**src/rtl/mem_port_arbiter.sv**
```systemverilog
// Shares one cache-line memory port between the I-cache refill path and the D-cache
// refill/write-back path, with alternating priority and a sticky response timeout.
module mem_port_arbiter #(
  parameter int XLEN           = 32,
  parameter int CLSIZE         = 128,
  parameter int TIMEOUT_CYCLES = 4096
) (
  input  logic              clk_i,
  input  logic              rst_i,
  input  logic              i_strobe_i,
  input  logic [XLEN-1:0]   i_addr_i,
  output logic              i_done_o,
  output logic [CLSIZE-1:0] i_data_o,
  input  logic              d_strobe_i,
  input  logic [XLEN-1:0]   d_addr_i,
  input  logic              d_rw_i,
  input  logic [CLSIZE-1:0] d_data_i,
  output logic              d_done_o,
  output logic [CLSIZE-1:0] d_data_o,
  output logic              m_strobe_o,
  output logic [XLEN-1:0]   m_addr_o,
  output logic              m_rw_o,
  output logic [CLSIZE-1:0] m_data_o,
  input  logic              m_done_i,
  input  logic [CLSIZE-1:0] m_data_i,
  output logic [1:0]        grant_o,
  output logic              err_o
);

  localparam int CW = (TIMEOUT_CYCLES > 1) ? $clog2(TIMEOUT_CYCLES + 1) : 1;
  localparam logic [CW-1:0] CNT_MAX  = CW'(TIMEOUT_CYCLES);
  localparam logic [CW-1:0] CNT_LAST = CW'((TIMEOUT_CYCLES > 0) ? TIMEOUT_CYCLES - 1 : 0);
  localparam bit TO_EN = (TIMEOUT_CYCLES > 0);

  typedef enum logic [1:0] {IDLE, ISSUE, WAIT, DONE} state_t;

  state_t          state_reg;
  logic            last_d_reg;   // 1 when the most recent grant went to the D side
  logic [CW-1:0]   cnt_reg;

  always_ff @(posedge clk_i or posedge rst_i) begin
    if (rst_i) begin
      state_reg  <= IDLE;
      last_d_reg <= 1'b0;
      cnt_reg    <= '0;
      i_done_o   <= 1'b0;
      i_data_o   <= '0;
      d_done_o   <= 1'b0;
      d_data_o   <= '0;
      m_strobe_o <= 1'b0;
      m_addr_o   <= '0;
      m_rw_o     <= 1'b0;
      m_data_o   <= '0;
      grant_o    <= 2'b00;
      err_o      <= 1'b0;
    end else begin
      m_strobe_o <= 1'b0;
      i_done_o   <= 1'b0;
      d_done_o   <= 1'b0;
      case (state_reg)
        IDLE: begin
          if (i_strobe_i || d_strobe_i) begin
            // D wins when alone, or on a tie when I was served last
            if (d_strobe_i && (!i_strobe_i || !last_d_reg)) begin
              m_addr_o   <= d_addr_i;
              m_rw_o     <= d_rw_i;
              m_data_o   <= d_data_i;
              grant_o    <= 2'b10;
              last_d_reg <= 1'b1;
            end else begin
              m_addr_o   <= i_addr_i;
              m_rw_o     <= 1'b0;
              grant_o    <= 2'b01;
              last_d_reg <= 1'b0;
            end
            m_strobe_o <= 1'b1;
            state_reg  <= ISSUE;
          end
        end
        ISSUE: state_reg <= WAIT;
        WAIT: begin
          if (m_done_i) begin
            cnt_reg   <= '0;
            state_reg <= DONE;
            i_done_o  <= grant_o[0];
            d_done_o  <= grant_o[1];
            if (!m_rw_o) begin
              if (grant_o[1]) d_data_o <= m_data_i;
              else            i_data_o <= m_data_i;
            end
          end else begin
            if (cnt_reg != CNT_MAX) cnt_reg <= cnt_reg + 1'b1;
            // cnt_reg counts completed silent cycles, so this edge is the TIMEOUT_CYCLES-th
            if (TO_EN && cnt_reg >= CNT_LAST) err_o <= 1'b1;
          end
        end
        DONE: begin
          grant_o   <= 2'b00;
          state_reg <= IDLE;
        end
        default: state_reg <= IDLE;
      endcase
    end
  end

endmodule

```
**config.mk**
```make
export PLATFORM = sky130hd
export DESIGN_NAME = mem_port_arbiter
export DESIGN_NICKNAME = d
export VERILOG_FILES = /design/src/rtl/mem_port_arbiter.sv
export SDC_FILE = /design/constraint.sdc
export NUM_CORES = 1
export LEC_CHECK = 0
export ABC_CLOCK_PERIOD_IN_PS = 38000
export BUFFER_PORTS_ARGS = -buffer_cell sky130_fd_sc_hd__clkbuf_2
export CORE_AREA = 4 4 288 290
export CTS_CLUSTER_SIZE = 14
export DETAILED_ROUTE_END_ITERATION = 8
export DIE_AREA = 0 0 292 294
export SLEW_MARGIN = 20
export SYNTH_ARGS = -nofsm -noshare
export SYNTH_HDL_FRONTEND = slang
export SYNTH_SLANG_ARGS = --single-unit
export TNS_END_PERCENT = 5
```
**constraint.sdc**
```tcl
create_clock -name clk_i -period 38 [get_ports clk_i]
set_input_delay 5.7 -clock clk_i [delete_from_list [all_inputs] [get_ports clk_i]]
set_output_delay 5.7 -clock clk_i [all_outputs]
set_load 0.005 [all_outputs]
```
After elaboration in Yosys (flattened, before gate mapping)
Index checks and enable logic that the tools add are counted.
{"block": "word_totals", "regBits": 439, "output_inout_bits": 423}
{"block": "op_classes", "n_addsub": 1, "order_cmp": 1, "n_eq_ne": 6, "n_mux": 17, "n_bitwise": 3, "n_reduce_logical": 16}
{"operator": "2-to-1 mux 32 bit", "count": 1}
{"operator": "2-to-1 mux 13 bit", "count": 2}
{"operator": "adder 13 x 1 -> 13 bit (second input constant)", "count": 1}
{"operator": "greater-or-equal comparator 13 x 12 -> 1 bit (second input constant)", "count": 1}
{"operator": "inequality test 13 bit (second input constant)", "count": 1}
{"operator": "2-to-1 mux 1 bit", "count": 8}
{"operator": "2-to-1 mux 2 bit", "count": 4}
{"operator": "one-hot mux 2 bit (4 select lines)", "count": 1}
{"operator": "AND reduction 2 bit", "count": 4}
{"operator": "AND reduction 4 bit", "count": 2}
{"operator": "AND reduction 3 bit", "count": 2}
{"operator": "== test 2 bit (second input constant)", "count": 2}
{"operator": "inequality test 2 bit (second input constant)", "count": 2}
{"operator": "one-hot mux 2 bit (2 select lines)", "count": 1}
{"operator": "nonzero test 2 bit", "count": 2}
{"operator": "inverter 1 bit", "count": 3}
{"operator": "== test 2 x 1 -> 1 bit (second input constant)", "count": 1}
{"operator": "zero test 1 bit", "count": 2}
{"operator": "zero test 2 bit", "count": 1}
{"operator": "logical OR 1 bit", "count": 2}
{"operator": "logical AND 1 bit", "count": 1}

Logic depth before layout (Yosys ltp)
Gate-level depths: netlist of the first run.
{"block": "depth", "ltp_word": 6, "ltp_mapped": 9, "mapped_depth_nobuf": 6}

Worst setup path before layout of the first run
OpenSTA, ideal clock, no wires.
{"block": "synth_path", "path_type": "input -> register", "from": "input port m_done_i", "to": "register i_data_o[100]", "setup_time_ns": 0.125, "t_arrival_ns": 6.641, "t_required_ns": 37.875, "slack_ns": 31.234, "cell_stages": 5, "n_path_buf": 2, "path_cell_list": "nand2_1 > nor3_1 > buf_4 > buf_6 > mux2_2"}
{"block": "synth_via", "elab_chain_cells": 1}
{"item": "start, declared", "line": "24", "source": "input logic m_done_i,"}
{"item": "AND reduction 4 bit (no line)"}
{"item": "end signal, assigned", "line": "89", "source": "else i_data_o <= m_data_i;"}
{"item": "end, declared", "line": "13", "source": "output logic [CLSIZE-1:0] i_data_o,"}
Every way passes these cells.
A chain may end at the register's enable or synchronous reset.

Worst setup path in the final report of the first run
{"block": "layout_path", "from": "input port m_done_i", "to": "register i_data_o[64]"}
Same word-level chain as after synthesis.

==> results.sh, run 1 <==
export IMPL_status="complete, no violations"
export IMPL_power_frac_seq=0.420
export IMPL_cp_required_ps=38450
export IMPL_r2r_end="i_data_o[64]"
export IMPL_dp_hpwl_um=37450
export IMPL_die_y_um=294
export IMPL_max_stage_delay_ps=840
export IMPL_num_vias=12670
export IMPL_antennaDiodeCount=0
export IMPL_peakVddDrop_uv=36.14
export IMPL_setup_viol=0
export IMPL_io_buffers=748
export IMPL_grt_max_degree=138
export IMPL_htreeDepth=2
export IMPL_ff2ff_setup_slack_ps=33530
export IMPL_die_area_sq_um=85850
export IMPL_clockBufferDepth=3
export IMPL_p_comb_frac=0.325
export IMPL_synth_common_cells="dfrtp_1 (439), nand2_1 (396), mux2_2 (256)"
export IMPL_avgSynthCellArea_sq_um=12.69
export IMPL_hold_slack_ps=461.3
export IMPL_maxCapViolCount=0
export IMPL_hold_buffers=0
export IMPL_synth_top_area_cell="dfrtp_1"
export IMPL_cp_common_cell="buf_4"
export IMPL_hold_violations=0
export IMPL_fmax_mhz=115.5
export IMPL_critPathCaptureType="flop"
export IMPL_swShare=0.3200
export IMPL_power_share_clock=0.255
export IMPL_antenna_found_initial=0
export IMPL_clk_root_buffer_cell="clkbuf_16"
export IMPL_tightest_slew_ps=1060
export IMPL_cp_arrival_ps=9110
export IMPL_ys_warnings_count=0
export IMPL_seq_area_frac_synth=0.6520
export IMPL_die_w_um=292
export IMPL_hold_depth=1
export IMPL_vias_per_cell=4.007
export IMPL_track_usage=0.1106
export IMPL_internal_power_uw=1315
export IMPL_pre_cts_ws_ps=28650
export IMPL_floorplan_initialDensity=0.2099
export IMPL_power_switching_uw=618.9
export IMPL_power_density_nw_per_um2=82.93
export IMPL_path_cells="clkbuf_2, nand2_1, nor3_2, buf_4, buf_4, mux2_2"
export IMPL_whs_endpoint="err_o"
export IMPL_numCtsBuffers=49
export IMPL_grt_pass1_wl_um=76220
export IMPL_cts_sinks=439
export IMPL_clk_transition_reported_paths_ps=60
export IMPL_gp_congestion=0.8151
export IMPL_synthTopCellsByArea="dfrtp_1 (65%), mux2_2 (17%), nand2_1 (8.8%)"
export IMPL_final_nets=2398
export IMPL_synth_edf_count=0
export IMPL_worstPathMaxFanout=70
export IMPL_grt_setup_unrepaired="no"
export IMPL_r2r_start="state_reg[0]"
export IMPL_fin_ws_ps=29340
export IMPL_start_kind="primary input"
export IMPL_area_growth_pct=38.38
export IMPL_reg2regPathDepth=7
export IMPL_synth_area_sq_um=16850
export IMPL_slew_violations=0
export IMPL_finalPower_uw=1934
export IMPL_reg_top3="d_data_o x128, i_data_o x128, m_data_o x128"
export IMPL_min_period_ps=8661
export IMPL_layout_drive_gt1_share=0.5240
export IMPL_clk_latency_ps=570
export IMPL_cp_slowest_cell="nor3_2"
export IMPL_clock_skew_ps=12.96
export IMPL_coreArea_sq_um=80290
export IMPL_wire_per_inst_um=16.01
export IMPL_drt_initial_drc_count=628
export IMPL_grt_pass1_vias=12990
export IMPL_drc_errors=0
export IMPL_core_rowCount=104
export IMPL_hold_class="flop to flop"
export IMPL_finalSetupTns_ps=0
export IMPL_syn_num_nets=1659
export IMPL_critPathKind="primary input to flop"
export IMPL_synth_seq_cells=439
export IMPL_cts_tree="built"
export IMPL_synth_top_area_frac=0.6520
export IMPL_synth_cell_types=36
export IMPL_dr_pass1_iters=6
export IMPL_ios=749
export IMPL_overflow=0
export IMPL_maxSlewHeadroom=0.2898
export IMPL_synth_cells=1328
export IMPL_min_from="err_o"
export IMPL_drtAntennaViolNets=0
export IMPL_yosysMostFrequentCell="dfrtp_1"
export IMPL_cts_post_setup_buffers_inserted=0
export IMPL_p_leak_uw=0.01227
export IMPL_async_flop_share=1.000
export IMPL_synth_ff_type="dfrtp_1"
export IMPL_min_period_over_period=0.2279
export IMPL_final_util=0.2904
export IMPL_wl_um=50630
export IMPL_post_cts_resized=0
[cells by family (layout without fill, tap and decap cells)]
kind of cell / count (synthesis) / in the layout / synth area share
DFF: 439 / 439 / 0.6520
AOI/OAI and AO/OA: 64 / 64 / 0.03037
xor gates and xnor gates: 4 / 4 / 0.002079
muxes: 261 / 261 / 0.1741
and+or+nand+nor: 435 / 435 / 0.1011
adders and majority gates: 5 / 5 / 0.003713
buffers and inverters: 120 / 895 / 0.03668
[metal layers]
layer	vias to the layer above	part of all wire	routed length [um]	global-route usage
li1	5919	-	-	-
met1	6143	0.39	19780	0.1331
met2	521	0.49	24960	0.1883
met3	91	0.083	4192	0.03253
met4	0	0.033	1694	0.03979
met5	-	0	0	0
[layout make-up]
type                    instances  area, sq um
repair buffers                760         3846
clock inverters                20        271.5
fillers                      8318        56970
multi-input cells             769         5284
well taps                    1060         1326
inverters                      48        187.7
clock buffers                  67         1416
flip-flops and latches        439        10990
[worst max-delay path: cells and delay by family]
family	cells	cell delay, ps
buf+inv	3	1810
mux	1	420
simple gates	2	1000
[power groups by stage]
stage	combinational [uW]	clock, uW	sequential (uW)
6_report	629	493	812
2_1_floorplan	305	0	822
3_3_place_gp	632	0	815
4_1_cts	645	513	813
5_1_grt	698	531	840
3_5_place_dp	646	0	817
[placed cells by master, fill, tap and decap left out, types with 2 or more instances in the layout]
cell type / netlist / routed
nor3b_1: 2 / 2
mux2i_1: 5 / 5
bufinv_16: 0 / 6
a22o_1: 2 / 2
clkbuf_1: 22 / 8
dfrtp_1: 439 / 439
clkbuf_16: 0 / 51
inv_6: 0 / 2
nor2_1: 6 / 6
nand4_1: 3 / 3
clkinv_4: 0 / 3
inv_1: 48 / 47
o22ai_1: 5 / 5
xnor2_1: 4 / 4
nand3_1: 10 / 9
nor4_1: 3 / 3
nand2_1: 396 / 395
clkbuf_2: 0 / 748
a21oi_1: 10 / 9
a222oi_1: 31 / 31
clkinv_2: 0 / 8
mux2_2: 256 / 256
nor2b_1: 3 / 3
nor4b_1: 2 / 2
and3_1: 3 / 2
clkbuf_8: 0 / 8
buf_4: 6 / 11
ha_1: 5 / 5
nor3_1: 5 / 4
o21ai_0: 8 / 8
[per-stage QoR]
stage	std cells	area [sq um]
after detailed placement	3076	21630
after CTS	3163	23320
after floorplan	1328	16850
after global routing	3163	23320
final	3163	23320
after global placement	3076	21630
[worst max path at each step]
stage | slack [ps] | start | to
final | 29340 | m_done_i | i_data_o[64]
after global routing | 29140 | m_done_i | i_data_o[64]
after CTS | 29310 | m_done_i | i_data_o[64]
after detailed placement | 28650 | m_done_i | i_data_o[64]
after global placement | 28680 | m_done_i | i_data_o[67]
after floorplan | 20070 | rst_i | cnt_reg[0]
(Power assumes the default switching activity.)
==> run 2, diff against run 1 <==
- ABC_AREA: default -> 1
- ABC_CLOCK_PERIOD_IN_PS: 38000 -> 9000
- CORE_AREA: 4 4 288 290 -> 4 4 292 294
- DIE_AREA: 0 0 292 294 -> 0 0 296 298
- clock period: 38 -> 9 ns (I/O delays scaled with it)
==> results.sh, run 2 <==
export IMPL_ys_warnings_count=0
export IMPL_finalSetupTns_ps=0
export IMPL_grt_setup_unrepaired="no"
export IMPL_synth_seq_cells=439
export IMPL_wire_per_inst_um=16.01
export IMPL_seq_area_frac_synth=0.6377
export IMPL_synth_top_area_cell="dfrtp_1"
export IMPL_drc_errors=0
export IMPL_reg_top3="d_data_o x128, i_data_o x128, m_data_o x128"
export IMPL_grt_pass1_wl_um=82160
export IMPL_power_switching_uw=2663
export IMPL_io_buffers=748
export IMPL_htreeDepth=2
export IMPL_dr_pass1_iters=5
export IMPL_vias_per_cell=3.958
export IMPL_power_share_clock=0.261
export IMPL_synthTopCellsByArea="dfrtp_1 (64%), mux2_4 (7.8%), nand2_1 (7.5%)"
export IMPL_min_from="err_o"
export IMPL_synth_area_sq_um=17230
export IMPL_p_comb_frac=0.326
export IMPL_floorplan_initialDensity=0.2078
export IMPL_path_cells="clkbuf_2, nand2_1, nand2_2, inv_2, nand2_8, buf_4, mux2_4"
export IMPL_numCtsBuffers=51
export IMPL_clk_latency_ps=580
export IMPL_p_leak_uw=0.01280
export IMPL_area_growth_pct=38.06
export IMPL_peakVddDrop_uv=172.1
export IMPL_avgSynthCellArea_sq_um=10.93
export IMPL_syn_num_nets=1907
export IMPL_clk_root_buffer_cell="clkbuf_16"
export IMPL_synth_top_area_frac=0.6377
export IMPL_async_flop_share=1.000
export IMPL_tightest_slew_ps=1186
export IMPL_maxSlewHeadroom=0.2094
export IMPL_yosysMostFrequentCell="dfrtp_1"
export IMPL_antenna_found_initial=0
export IMPL_power_density_nw_per_um2=342.2
export IMPL_synth_ff_type="dfrtp_1"
export IMPL_core_rowCount=106
export IMPL_fmax_mhz=248.1
export IMPL_synth_common_cells="dfrtp_1 (439), nand2_1 (342), o21ai_0 (191)"
export IMPL_slew_violations=0
export IMPL_hold_violations=0
export IMPL_whs_endpoint="err_o"
export IMPL_critPathCaptureType="flop"
export IMPL_critPathKind="primary input to flop"
export IMPL_drt_initial_drc_count=795
export IMPL_wl_um=54760
export IMPL_clk_transition_reported_paths_ps=60
export IMPL_cp_arrival_ps=4480
export IMPL_clockBufferDepth=3
export IMPL_hold_buffers=0
export IMPL_r2r_end="m_data_o[18]"
export IMPL_cts_post_setup_buffers_inserted=0
export IMPL_fill_cells=8690
export IMPL_post_cts_resized=0
export IMPL_num_vias=13540
export IMPL_synth_cells=1576
export IMPL_cp_slowest_cell="buf_4"
export IMPL_coreArea_sq_um=82890
export IMPL_min_period_ps=4031
export IMPL_cts_tree="built"
export IMPL_track_usage=0.1178
export IMPL_final_nets=2633
export IMPL_die_area_sq_um=88210
export IMPL_final_cell_mix="clkbuf_2 (748), dfrtp_1 (439), nand2_1 (341)"
export IMPL_min_period_over_period=0.4479
export IMPL_gp_congestion=0.8573
export IMPL_hold_depth=2
export IMPL_ff2ff_setup_slack_ps=5470
export IMPL_worstPathMaxFanout=75
export IMPL_final_util=0.2869
export IMPL_synth_cell_types=22
export IMPL_reg2regPathDepth=6
export IMPL_swShare=0.3272
export IMPL_drtAntennaViolNets=0
export IMPL_grt_pass1_vias=13720
export IMPL_power_frac_seq=0.413
export IMPL_antennaDiodeCount=0
export IMPL_clock_skew_ps=19.07
export IMPL_max_stage_delay_ps=880
export IMPL_overflow=0
export IMPL_internal_power_uw=5476
export IMPL_setup_viol=0
export IMPL_grt_max_degree=187
export IMPL_start_kind="primary input"
export IMPL_dp_hpwl_um=40330
export IMPL_maxCapViolCount=0
export IMPL_status="complete, no violations"
export IMPL_r2r_start="last_d_reg"
export IMPL_cts_sinks=439
export IMPL_layout_drive_gt1_share=0.4152
export IMPL_die_w_um=296
export IMPL_mostFrequentLayoutCell="clkbuf_2"
export IMPL_hold_class="flop to flop"
export IMPL_synth_edf_count=0
export IMPL_die_y_um=298
export IMPL_ios=749
export IMPL_cp_required_ps=9450
[run 2: worst max-delay path, delay by kind of cell]
family                 cells  cell delay, ps
buffers and inverters      3            1430
and+or+nand+nor            3            1220
muxes                      1             360
[run 2: cell families (layout without fill, tap and decap cells)]
| family | count (synthesis) | in the layout | synth area share |
|---|---|---|---|
| and+or+nand+nor | 424 | 424 | 0.09566 |
| xor gates and xnor gates | 3 | 3 | 0.001526 |
| AOI/OAI and AO/OA | 337 | 337 | 0.09820 |
| DFF | 439 | 439 | 0.6377 |
| adders and majority gates | 5 | 5 | 0.003632 |
| buffers and inverters | 240 | 1005 | 0.05999 |
| muxes | 128 | 128 | 0.1033 |
[run 2: worst max-delay path by stage]
stage,startpoint,to,slack (ps),cells after the start
after floorplan,rst_i,cnt_reg[0],1720,1
after global placement,i_strobe_i,m_data_o[124],4400,7
after detailed placement,i_strobe_i,m_data_o[124],4390,7
after CTS,i_strobe_i,m_data_o[124],5050,7
after global routing,i_strobe_i,m_data_o[124],4820,7
final,i_strobe_i,m_data_o[18],4970,7
[run 2: cell type report]
cell class | count | area [sq um] | area share
sequential | 439 | 10990 | 0.4619
multi-input combinational | 897 | 5233 | 0.2200
timing repair buffer | 757 | 3874 | 0.1629
tap | 1080 | 1351 | 0.05682
inverter | 156 | 589.3 | 0.02478
clock inverter | 19 | 241.5 | 0.01015
clock buffer | 73 | 1509 | 0.06345
[run 2: through the flow]
step	worst slack [ps]	total power (uW)	hold slack (ps)	area [sq um]	cells
floorplan	1719	4683	449.4	17230	1576
global placement	4403	6023	450.3	22030	3329
detailed placement	4393	6091	459.8	22030	3329
CTS	5049	8289	472.6	23780	3421
global route	4823	8725	498.3	23780	3421
finish	4969	8139	462.3	23780	3421
[run 2: per-layer routing]
metal,up-vias,global-route usage,share of wire
met5,-,0,0
met4,0,0.04513,0.036
met3,121,0.03697,0.086
met2,530,0.1966,0.48
met1,6334,0.1416,0.40
li1,6554,-,-
[run 2: power groups by stage]
stage | registers [uW] | logic [uW] | clock network [uW]
finish | 3360 | 2650 | 2130
global route | 3470 | 2960 | 2290
CTS | 3370 | 2710 | 2210
detailed placement | 3380 | 2710 | 0
global placement | 3370 | 2650 | 0
floorplan | 3400 | 1280 | 0
==> run 3, diff against run 2 <==
- ABC_CLOCK_PERIOD_IN_PS: 9000 -> 3400
- clock period: 9 -> 3.4 ns (I/O delays scaled with it)
==> results.sh, run 3 (same netlist as run 2, synthesis figures left out) <==
export IMPL_status="complete, no violations"
export IMPL_post_cts_resized=0
export IMPL_slew_violations=0
export IMPL_fmax_mhz=454.0
export IMPL_dr_pass1_iters=5
export IMPL_io_buffers=748
export IMPL_cp_arrival_ps=2670
export IMPL_hold_buffers=1
export IMPL_clk_latency_ps=600
export IMPL_mostFrequentLayoutCell="clkbuf_2"
export IMPL_floorplan_initialDensity=0.2078
export IMPL_worstPathMaxFanout=64
export IMPL_path_cells="inv_1, ha_1, nand2_8, buf_12, mux2_1"
export IMPL_critPathCaptureType="flop"
export IMPL_drtAntennaViolNets=0
export IMPL_layout_drive_gt1_share=0.4200
export IMPL_cp_slowest_cell="buf_12"
export IMPL_hold_violations=0
export IMPL_coreArea_sq_um=82890
export IMPL_die_w_um=296
export IMPL_pre_cts_ws_ps=1172
export IMPL_grt_pass1_vias=13970
export IMPL_num_vias=13660
export IMPL_htreeDepth=2
export IMPL_setup_viol=0
export IMPL_tightest_slew_ps=659.4
export IMPL_critPathBufInv=2
export IMPL_peakVddDrop_uv=401.7
export IMPL_area_growth_pct=39.78
export IMPL_cts_post_setup_buffers_inserted=0
export IMPL_maxSlewHeadroom=0.5604
export IMPL_antenna_found_initial=3
export IMPL_final_cell_mix="clkbuf_2 (748), dfrtp_1 (439), nand2_1 (341)"
export IMPL_clock_skew_ps=21.69
export IMPL_drt_initial_drc_count=848
export IMPL_cts_tree="built"
export IMPL_grt_setup_unrepaired="no"
export IMPL_hold_slack_ps=136.3
export IMPL_cp_required_ps=3860
export IMPL_die_area_sq_um=88210
export IMPL_maxCapViolCount=0
export IMPL_track_usage=0.1213
export IMPL_vias_per_cell=3.966
export IMPL_cts_sinks=439
export IMPL_ff2ff_setup_slack_ps=1200
export IMPL_gp_congestion=0.8564
export IMPL_min_period_over_period=0.6478
export IMPL_critPathKind="flop to flop"
export IMPL_clk_root_buffer_cell="clkbuf_16"
export IMPL_start_kind="flop"
export IMPL_overflow=0
export IMPL_ios=749
export IMPL_max_stage_delay_ps=460
export IMPL_hold_class="primary input to flop"
export IMPL_final_nets=2653
export IMPL_clockBufferDepth=3
export IMPL_wl_um=56170
export IMPL_drc_errors=0
export IMPL_grt_pass1_wl_um=84470
export IMPL_reg_top3="d_data_o x128, i_data_o x128, m_data_o x128"
export IMPL_fin_ws_ps=1198
export IMPL_numCtsBuffers=52
export IMPL_crit_family="buffers and inverters"
export IMPL_clk_transition_reported_paths_ps=60
export IMPL_min_period_ps=2202
export IMPL_power_density_nw_per_um2=908.6
export IMPL_die_y_um=298
export IMPL_core_rowCount=106
export IMPL_p_leak_uw=0.01295
export IMPL_grt_max_degree=141
export IMPL_dp_hpwl_um=42210
export IMPL_wire_per_inst_um=16.31
[run 3: cell count changes in the layout (fill, tap and decap cells not counted), sizes merged]
| cell | delta |
|---|---|
| buf | +18 |
| clkbuf | +3 |
| clkinv | -6 |
| clkinvlp | +2 |
| diode | +1 |
| dlygate4sd3 | +1 |
| inv | +3 |
[run 3: final timing paths]
| kind | from | to | depth (start not counted) |
|---|---|---|---|
| min in group asynchronous | rst_i | m_data_o[126] | 3 |
| max | state_reg[1] | m_data_o[0] | 5 |
| min reg2reg | err_o | err_o | 2 |
| min | d_data_i[126] | m_data_o[126] | 2 |
| max in group asynchronous | rst_i | i_data_o[87] | 5 |
| max reg2reg | state_reg[1] | m_data_o[0] | 5 |
[run 3: power by group]
group	switching (uW)	leakage, uW	internal (uW)
Clock	2320	0.000888	3530
Combinational	3550	0.00658	3570
Sequential	1340	0.00547	7560
[run 3: through the flow]
stage / TNS, ps / power, uW / area, sq um / util / std cells
2_1_floorplan: -1335110 / 12400 / 17230 / - / 1576
3_3_place_gp: 0 / 16020 / 22240 / 0.2683 / 3347
3_5_place_dp: 0 / 16220 / 22240 / 0.2683 / 3347
4_1_cts: 0 / 22230 / 24080 / 0.2905 / 3442
5_1_grt: 0 / 23380 / 24080 / 0.2905 / 3442
6_report: 0 / 21880 / 24080 / 0.2905 / 3443
[run 3: area by class of cell]
cell class	count	area, sq um
fill	8646	58810
sequential	439	10990
multi-input combinational	897	5233
timing repair buffer	776	4094
clock buffer	76	1573
tap	1080	1351
inverter	156	589.3
clock inverter	18	251.5
antenna	1	2.502
[run 3: metal layers]
| layer | global-route usage | share of wire | routed length [um] |
|---|---|---|---|
| met1 | 0.1480 | 0.40 | 22510 |
| met2 | 0.2006 | 0.47 | 26580 |
| met3 | 0.03668 | 0.087 | 4878 |
| met4 | 0.04743 | 0.039 | 2191 |
| met5 | 0 | 0.00020 | 11 |
